==> src/rtl/data_mem_resp.sv <==
// data_mem_resp: 64 x 32-bit little-endian data memory with a combinational load path,
// sticky error flags, a saturating store counter and a mailbox-driven PASS/FAIL status FSM.
module data_mem_resp (
    input  logic        clk,
    input  logic        rst,
    input  logic        memwrite,
    input  logic [31:0] addr,
    input  logic [31:0] writedata,
    input  logic [1:0]  size,
    input  logic        unsign,
    output logic [31:0] readdata,
    output logic        done,
    output logic        pass,
    output logic        misalign_err,
    output logic        oob_err,
    output logic [15:0] wr_count
);
    localparam logic [31:0] MBOX_ADDR = 32'd56;
    localparam logic [31:0] SIGNATURE = 32'h000F_0000;

    typedef enum logic [1:0] {ST_RUN, ST_PASS, ST_FAIL} state_t;

    state_t      r_state;
    state_t      w_state_nxt;
    logic [31:0] r_mem [64];
    logic [15:0] r_wr_count;
    logic        r_done;
    logic        r_pass;
    logic        r_misalign_err;
    logic        r_oob_err;

    logic        w_is_byte;
    logic        w_is_half;
    logic        w_is_word;
    logic        w_misalign;
    logic        w_oob;
    logic        w_store;
    logic        w_commit;
    logic        w_mbox_hit;
    logic [5:0]  w_index;
    logic [31:0] w_word;
    logic [31:0] w_wmask;
    logic [31:0] w_wdata;
    logic [31:0] w_word_nxt;
    logic [7:0]  w_byte;
    logic [15:0] w_half;

    assign w_index    = addr[7:2];
    assign w_word     = r_mem[w_index];
    assign w_is_byte  = (size == 2'b10);
    assign w_is_half  = (size == 2'b01);
    assign w_is_word  = !w_is_byte && !w_is_half;
    assign w_misalign = (w_is_word && (addr[1:0] != 2'b00)) || (w_is_half && addr[0]);
    assign w_oob      = (addr[31:8] != 24'd0);
    // An unknown memwrite never resolves true in the if-conditions below, so it cannot store.
    assign w_store    = (memwrite == 1'b1) && !rst;
    assign w_commit   = w_store && !w_misalign && !w_oob;
    assign w_mbox_hit = w_commit && w_is_word && (addr == MBOX_ADDR);

    // NOTE: every always_comb output gets a default first so no path can infer a latch.
    always_comb begin
        w_byte = w_word[7:0];
        case (addr[1:0])
            2'b01:   w_byte = w_word[15:8];
            2'b10:   w_byte = w_word[23:16];
            2'b11:   w_byte = w_word[31:24];
            default: w_byte = w_word[7:0];
        endcase
        w_half   = addr[1] ? w_word[31:16] : w_word[15:0];
        readdata = w_word;
        if (w_misalign || w_oob) begin
            readdata = '0;
        end else if (w_is_byte) begin
            readdata = {{24{!unsign && w_byte[7]}}, w_byte};
        end else if (w_is_half) begin
            readdata = {{16{!unsign && w_half[15]}}, w_half};
        end
    end

    always_comb begin
        w_wmask = '1;
        w_wdata = writedata;
        if (w_is_byte) begin
            w_wdata = {4{writedata[7:0]}};
            case (addr[1:0])
                2'b01:   w_wmask = 32'h0000_FF00;
                2'b10:   w_wmask = 32'h00FF_0000;
                2'b11:   w_wmask = 32'hFF00_0000;
                default: w_wmask = 32'h0000_00FF;
            endcase
        end else if (w_is_half) begin
            w_wdata = {2{writedata[15:0]}};
            w_wmask = addr[1] ? 32'hFFFF_0000 : 32'h0000_FFFF;
        end
        w_word_nxt = (w_word & ~w_wmask) | (w_wdata & w_wmask);
    end

    always_comb begin
        w_state_nxt = r_state;
        if ((r_state == ST_RUN) && w_mbox_hit) begin
            w_state_nxt = (writedata == SIGNATURE) ? ST_PASS : ST_FAIL;
        end
    end

    // NOTE: sequential state uses non-blocking assignments so all flops update together.
    always_ff @(posedge clk) begin
        if (rst) begin
            r_state <= ST_RUN;
            r_done  <= 1'b0;
            r_pass  <= 1'b0;
        end else begin
            r_state <= w_state_nxt;
            r_done  <= (w_state_nxt != ST_RUN);
            r_pass  <= (w_state_nxt == ST_PASS);
        end
    end

    // NOTE: the array is built from flops so reset can clear every word in one cycle.
    always_ff @(posedge clk) begin
        if (rst) begin
            for (int i = 0; i < 64; i++) r_mem[i] <= '0;
            r_wr_count     <= '0;
            r_misalign_err <= 1'b0;
            r_oob_err      <= 1'b0;
        end else begin
            if (w_commit) r_mem[w_index] <= w_word_nxt;
            if (w_commit && (r_wr_count != 16'hFFFF)) r_wr_count <= r_wr_count + 16'd1;
            if (w_store && w_misalign) r_misalign_err <= 1'b1;
            if (w_store && w_oob) r_oob_err <= 1'b1;
        end
    end

    assign done         = r_done;
    assign pass         = r_pass;
    assign misalign_err = r_misalign_err;
    assign oob_err      = r_oob_err;
    assign wr_count     = r_wr_count;

endmodule

==> config.mk <==
export PLATFORM = sky130hd
export DESIGN_NAME = data_mem_resp
export DESIGN_NICKNAME = d
export VERILOG_FILES = /design/src/rtl/data_mem_resp.sv
export SDC_FILE = /design/constraint.sdc
export NUM_CORES = 2
export LEC_CHECK = 0
export CORE_ASPECT_RATIO = 1.5
export CORE_MARGIN = 1
export CORE_UTILIZATION = 45
export CTS_BUF_LIST = sky130_fd_sc_hd__clkbuf_4
export CTS_CLUSTER_SIZE = 14
export DETAILED_ROUTE_END_ITERATION = 6
export DONT_BUFFER_PORTS = 1
export SYNTH_ARGS = -nofsm -noshare
export SYNTH_HDL_FRONTEND = slang
export SYNTH_SLANG_ARGS = --single-unit
==> constraint.sdc <==
create_clock -name clk -period 7.4 [get_ports clk]
set_input_delay 1.11 -clock clk [delete_from_list [all_inputs] [get_ports clk]]
set_output_delay 1.11 -clock clk [all_outputs]
set_load 0.05 [all_outputs]
== Yosys cells after proc, flatten, opt, wreduce, memory -nomap -nowiden ==
Memory sizes are Yosys's and may differ from the RTL's.
Index checks and enable logic that the tools add are counted.

* Register bits after elaboration: 22
* Memory bits (writable): 2048
* Input bits: 70
* Logic and storage cells: 69
* Memories: 1

* $add $sub $neg: 1
* Equal/unequal tests: 9
* Mux-type cells: 21
* Bitwise gates (word level): 4
* Reduce and logical (&&, ||, !) cells: 27

{| class="wikitable"
|+ Memories
! memory !! words !! bits a word !! rd ports !! clocked after memory_dff !! wr ports !! line !! source
|-
| r_mem || 64 || 32 || 1 || 0 || 64 || 25 || <nowiki>logic [31:0] r_mem [64];</nowiki>
|}

{| class="wikitable"
|+ Operators by type and width
! kind !! count
|-
| 2-to-1 mux 32 bit || 9
|-
| one-hot mux 32 bit (3 select lines) || 1
|-
| bitwise AND 32 bit || 2
|-
| == test 32 x 20 -> 1 bit (second input constant) || 1
|-
| == test 32 x 6 -> 1 bit (second input constant) || 1
|-
| inverter 32 bit || 1
|-
| bitwise OR 32 bit || 1
|-
| OR reduction 32 bit || 1
|-
| one-hot mux 8 bit (3 select lines) || 1
|-
| nonzero test 24 bit || 1
|-
| adder 16 x 1 -> 16 bit (second input constant) || 1
|-
| 2-to-1 mux 16 bit || 1
|-
| != test 16 bit (second input constant) || 1
|-
| logical AND 1 bit || 14
|-
| == test 2 x 1 -> 1 bit (second input constant) || 3
|-
| == test 2 bit (second input constant) || 3
|-
| logical NOT 1 bit || 6
|-
| 2-to-1 mux 1 bit || 6
|-
| 2-to-1 mux 6 bit || 1
|-
| 2-to-1 mux 2 bit || 2
|-
| nonzero test 2 bit || 2
|-
| logical NOT 2 bit || 1
|-
| logical OR 1 bit || 2
|}

== Depth between registers and ports, before layout ==
* Depth in word-level cells: 13
* Mapped depth: 16
* Gate-level depth less buffers: 10

== Worst setup path after synthesis ==
No wires, ideal clock.

* Path kind: input -> output
* Start: input port addr[3]
* End: output port readdata[6]
* Arrival time: 5.508 ns
* Setup slack: 0.782 ns
* Stages on the path: 11
* Buffers on the path: 3
* Cells stage by stage: buf_4 > buf_6 > nor2b_1 > clkbuf_1 > nand2_1 > o22ai_1 > or4_1 > a221o_1 > nor4_2 > o2bb2ai_1 > a2111oi_0

* Word-level cells in the longest chain between the ends: 5
* Elaborated cells on any way between the ends: 6

{| class="wikitable"
|+ RTL lines
! what !! line !! source
|-
| from (decl) || 7 || <nowiki>input logic [31:0] addr,</nowiki>
|-
| memory (64 x 32 bit) (*) || -- ||
|-
| 2-to-1 mux 16 bit || 69 || <nowiki>w_half = addr[1] ? w_word[31:16] : w_word[15:0];</nowiki>
|-
| 2-to-1 mux 32 bit || 75 || <nowiki>end else if (w_is_half) begin</nowiki>
|-
| 2-to-1 mux 32 bit (*) || 73 || <nowiki>end else if (w_is_byte) begin</nowiki>
|-
| 2-to-1 mux 32 bit (*) || 71 || <nowiki>if (w_misalign || w_oob) begin</nowiki>
|-
| to (decl) || 11 || <nowiki>output logic [31:0] readdata,</nowiki>
|}

Every way passes the cells marked *; elsewhere a longest branch is shown, timed or not.

== Worst setup path after layout ==
* Start: input port addr[4]
* End: output port readdata[23]

* Word-level cells in the longest chain between the ends: 6
* Elaborated cells on any way between the ends: 8

{| class="wikitable"
|+ RTL lines
! what !! line !! source
|-
| memory (64 x 32 bit) (*) || -- ||
|-
| 2-to-1 mux 16 bit || 69 ||
|-
| logical AND 1 bit || 76 || <nowiki>readdata = {{16{!unsign && w_half[15]}}, w_half};</nowiki>
|-
| 2-to-1 mux 32 bit || 75 ||
|-
| 2-to-1 mux 32 bit (*) || 73 ||
|-
| 2-to-1 mux 32 bit (*) || 71 ||
|}

Marked as above.

==> impl_results.md <==
* Drt pass-1 iters at 7
* Drt via density at 6.67
* Main combinational cell family by area after synthesis: simple AND/OR/NAND/NOR gates
* Synth Area in XOR/XNOR at 0.00125
* H-tree levels at 5
* Ys Warns at 0
* Clk Tree Root Cell: clkbuf_4
* Height of the die at 552 um
* Placed cell area at 0.0936 mm^2
* Synth-to-layout area growth at 10.2%
* Netlist cell types at 89
* Overflow after GRT at 0
* Status: complete, but fails checks
* CP most frequent cell: buf_4
* RSZ-0062 raised after global routing: false
* Final Cycle Share at 1.07
* Port-buffer cells at 0
* Post-DP HPWL at 227000 um
* CTS tree: yes
* Max_cap viols at 2
* Reg2Reg Setup Slack at 2720 ps
* Yosys reg bits at 2070
* Syn avg cell area at 12.8 um^2
* Die Wd at 369 um
* Async S/R FF share, synth at 0
* Simple logic cell fraction of the synthesized area at 0.120
* # fillers at 17800
* Syn_nets at 7177
* Cell area after layout at 0.100 mm^2
* Count of nets left with antenna violations after detail routing at 0
* Hold Path Class: in -> reg
* # DRC at 22
* Pwr Total at 25.6 mW
* Synth Instances at 7104
* Pwr Density at 256 mW/mm^2
* Total GRT Usage at 0.370
* Failing checks: design-rule violations, max-capacitance violations, max-slew violations, negative setup slack
* First-pass GRT wire length at 517000 um
* P_leak at 35.4 nW
* Critical path class: in -> out
* Multiplexer share of the synthesized area at 0.0722
* CP Max Fanout at 376
* Worst path top cell family by delay: buffers and inverters
* Layout cells sized above 1 at 0.193
* Placer congestion estimate at 1.06
* DR vias at 68100
* Setup Buffers After CTS at 0
* Worst setup margin at -505 ps
* Synthesized-area fraction occupied by adder cells at 0.000414
* Vias in the first global route at 64200
* IO Count at 122
* Max Buffers Root-to-Sink at 4
* Inserted Clock Buffers at 469
* Crit end category: output pin
* Initial Utilization at 0.453
* Fin. Hold Viols at 0
* Sequential area share after synthesis at 0.683
* Worst vdd ir at 0.260 mV
* Compound-gate portion of the synthesized area at 0.0838
* Final net count at 7230
* Hold buffer count at CTS at 2
* Worst-Skew Late Latency at 1360 ps
* Pins Over Slew Limit at 1
* Finished Core Util at 0.499
* Top_reg_cell synth: edfxtp_1
* Arr. time, crit path at 6800 ps
* Fin crit period at 7910 ps
* Core ar. at 0.200 mm^2
* CP peak stage delay at 1260 ps
* Worst slew pin tran at 1490 ps
* Clk sinks at 2070
* EDFF count, synth at 2048
* FMAX at 0.126 GHz
* Largest net degree at the start of global routing at 379
* Commonest non-fill, non-tap cell in the layout: nor2_1
* Initial DRC count at 11300
* Crit path buf inv count at 4
* Slew headroom at -0.00519
* Most frequent cells in the layout: nor2_1 (2205), edfxtp_1 (2048), clkbuf_4 (719)
* Crit path required time at 6290 ps
* Worst-path cell chain: inv_2 > buf_4 > a221oi_1 > nor4_1 > a31oi_1 > and3_1 > a311oi_1 > nor3_4 > buf_4 > a211oi_2 > buf_4
* CTS clk-pin slew, worst paths at 70 ps
* Initial antenna violation count at 47
* Final Routed Wirelength at 384000 um
* Full die area at 0.203 mm^2
* FP Rows at 201
* WL/cell at 37.6 um
* Worst setup SP type: primary input
* Crit-path slowest cell: nor4_1
* Post-CTS sizing at 0
* Setup Viol. Count Final at 17
* Final Skew at 121 ps
* Syn Std Cell Area at 0.0907 mm^2
==> where the power goes <==
part | switching, mW | internal (mW) | leakage, nW
Clock | 4.70 | 4.83 | 3.71
Combinational | 2.16 | 0.598 | 10.4
Sequential | 0.119 | 13.2 | 21.3
Total | 6.98 | 18.6 | 35.4
==> registers in the layout, indices dropped and copies added, names as in the netlist <==
name and cells:
r_mem 2048, wr_count 16, r_state 2, done 1
misalign_err 1, oob_err 1, pass 1
==> synthesized netlist by cell type (18+ instances only) <==
master	n	area share
mux2_2	135	0.017
buf_1	53	0.0022
buf_6	18	0.0022
mux4_2	90	0.022
a21oi_1	132	0.0073
o22ai_1	177	0.012
buf_2	210	0.012
clkbuf_1	322	0.013
o221ai_1	40	0.0039
a22oi_1	184	0.015
nor3_1	21	0.0012
a211oi_1	27	0.0022
a31oi_1	22	0.0015
a221o_1	36	0.0040
nor2_1	2208	0.091
dfxtp_1	22	0.0049
nand2b_1	71	0.0049
edfxtp_1	2048	0.68
nor4_1	30	0.0021
a22o_1	40	0.0039
mux2i_1	296	0.033
o21ai_0	121	0.0067
nand3_1	34	0.0019
buf_4	120	0.0099
a221oi_1	136	0.013
nand2_1	223	0.0092
o2bb2ai_1	23	0.0022
==> worst register-to-register path, delay by kind of cell (launching register included) <==
kind               cells  cell delay (ps)
muxes                  2             1450
AOI/OAI and AO/OA      3             1640
DFF                    1              370
and+or+nand+nor        2              890
==> kinds of logic after synthesis <==
kind of cell    after synthesis
compound gates             1057
xor+xnor                     13
fa+ha+maj                     3
buf+inv                     736
flops                      2070
mux                         524
simple gates               2701
==> stage by stage <==
step / hold WS, ps / TNS, ps / instances / setup WS, ps
after floorplan: 427 / 0 / 7104 / 782
after global placement: 447 / 0 / 9319 / 448
after detailed placement: 456 / 0 / 9320 / 786
after CTS: 25.6 / 0 / 10200 / 782
after global routing: 33.4 / 0 / 10200 / 282
final: 67.8 / -2400 / 10200 / -505
==> per-layer routing <==
layer,vias up,track usage,part of all wire,routed length (um)
met5,-,0.00539,0.0014,518
met4,42,0.299,0.097,37100
met3,1622,0.135,0.15,55800
met2,6199,0.553,0.44,168000
met1,33700,0.428,0.32,122000
li1,26500,-,-,-
==> final cells by class <==
class                           instances  area (um^2)  area share
Sequential cell                      2070        61900       0.619
Multi-Input combinational cell       4298        25800       0.258
Clock buffer                          719         5400      0.0540
Tap cell                             2639         3300      0.0330
Timing Repair Buffer                  305         2550      0.0255
Clock inverter                        133          852     0.00852
Antenna cell                           29         72.6    0.000726
Inverter                               13         56.3    0.000563
==> final timing paths <==
check	from	end	depth (start not counted)
worst max-delay path	addr[4]	readdata[23]	11
worst max register to register	r_mem[41][19]	r_mem[3][19]	7
worst min-delay path	rst	r_mem[43][2]	1
worst min register to register	r_state[1]	pass	1
(Power assumes the default switching activity.)
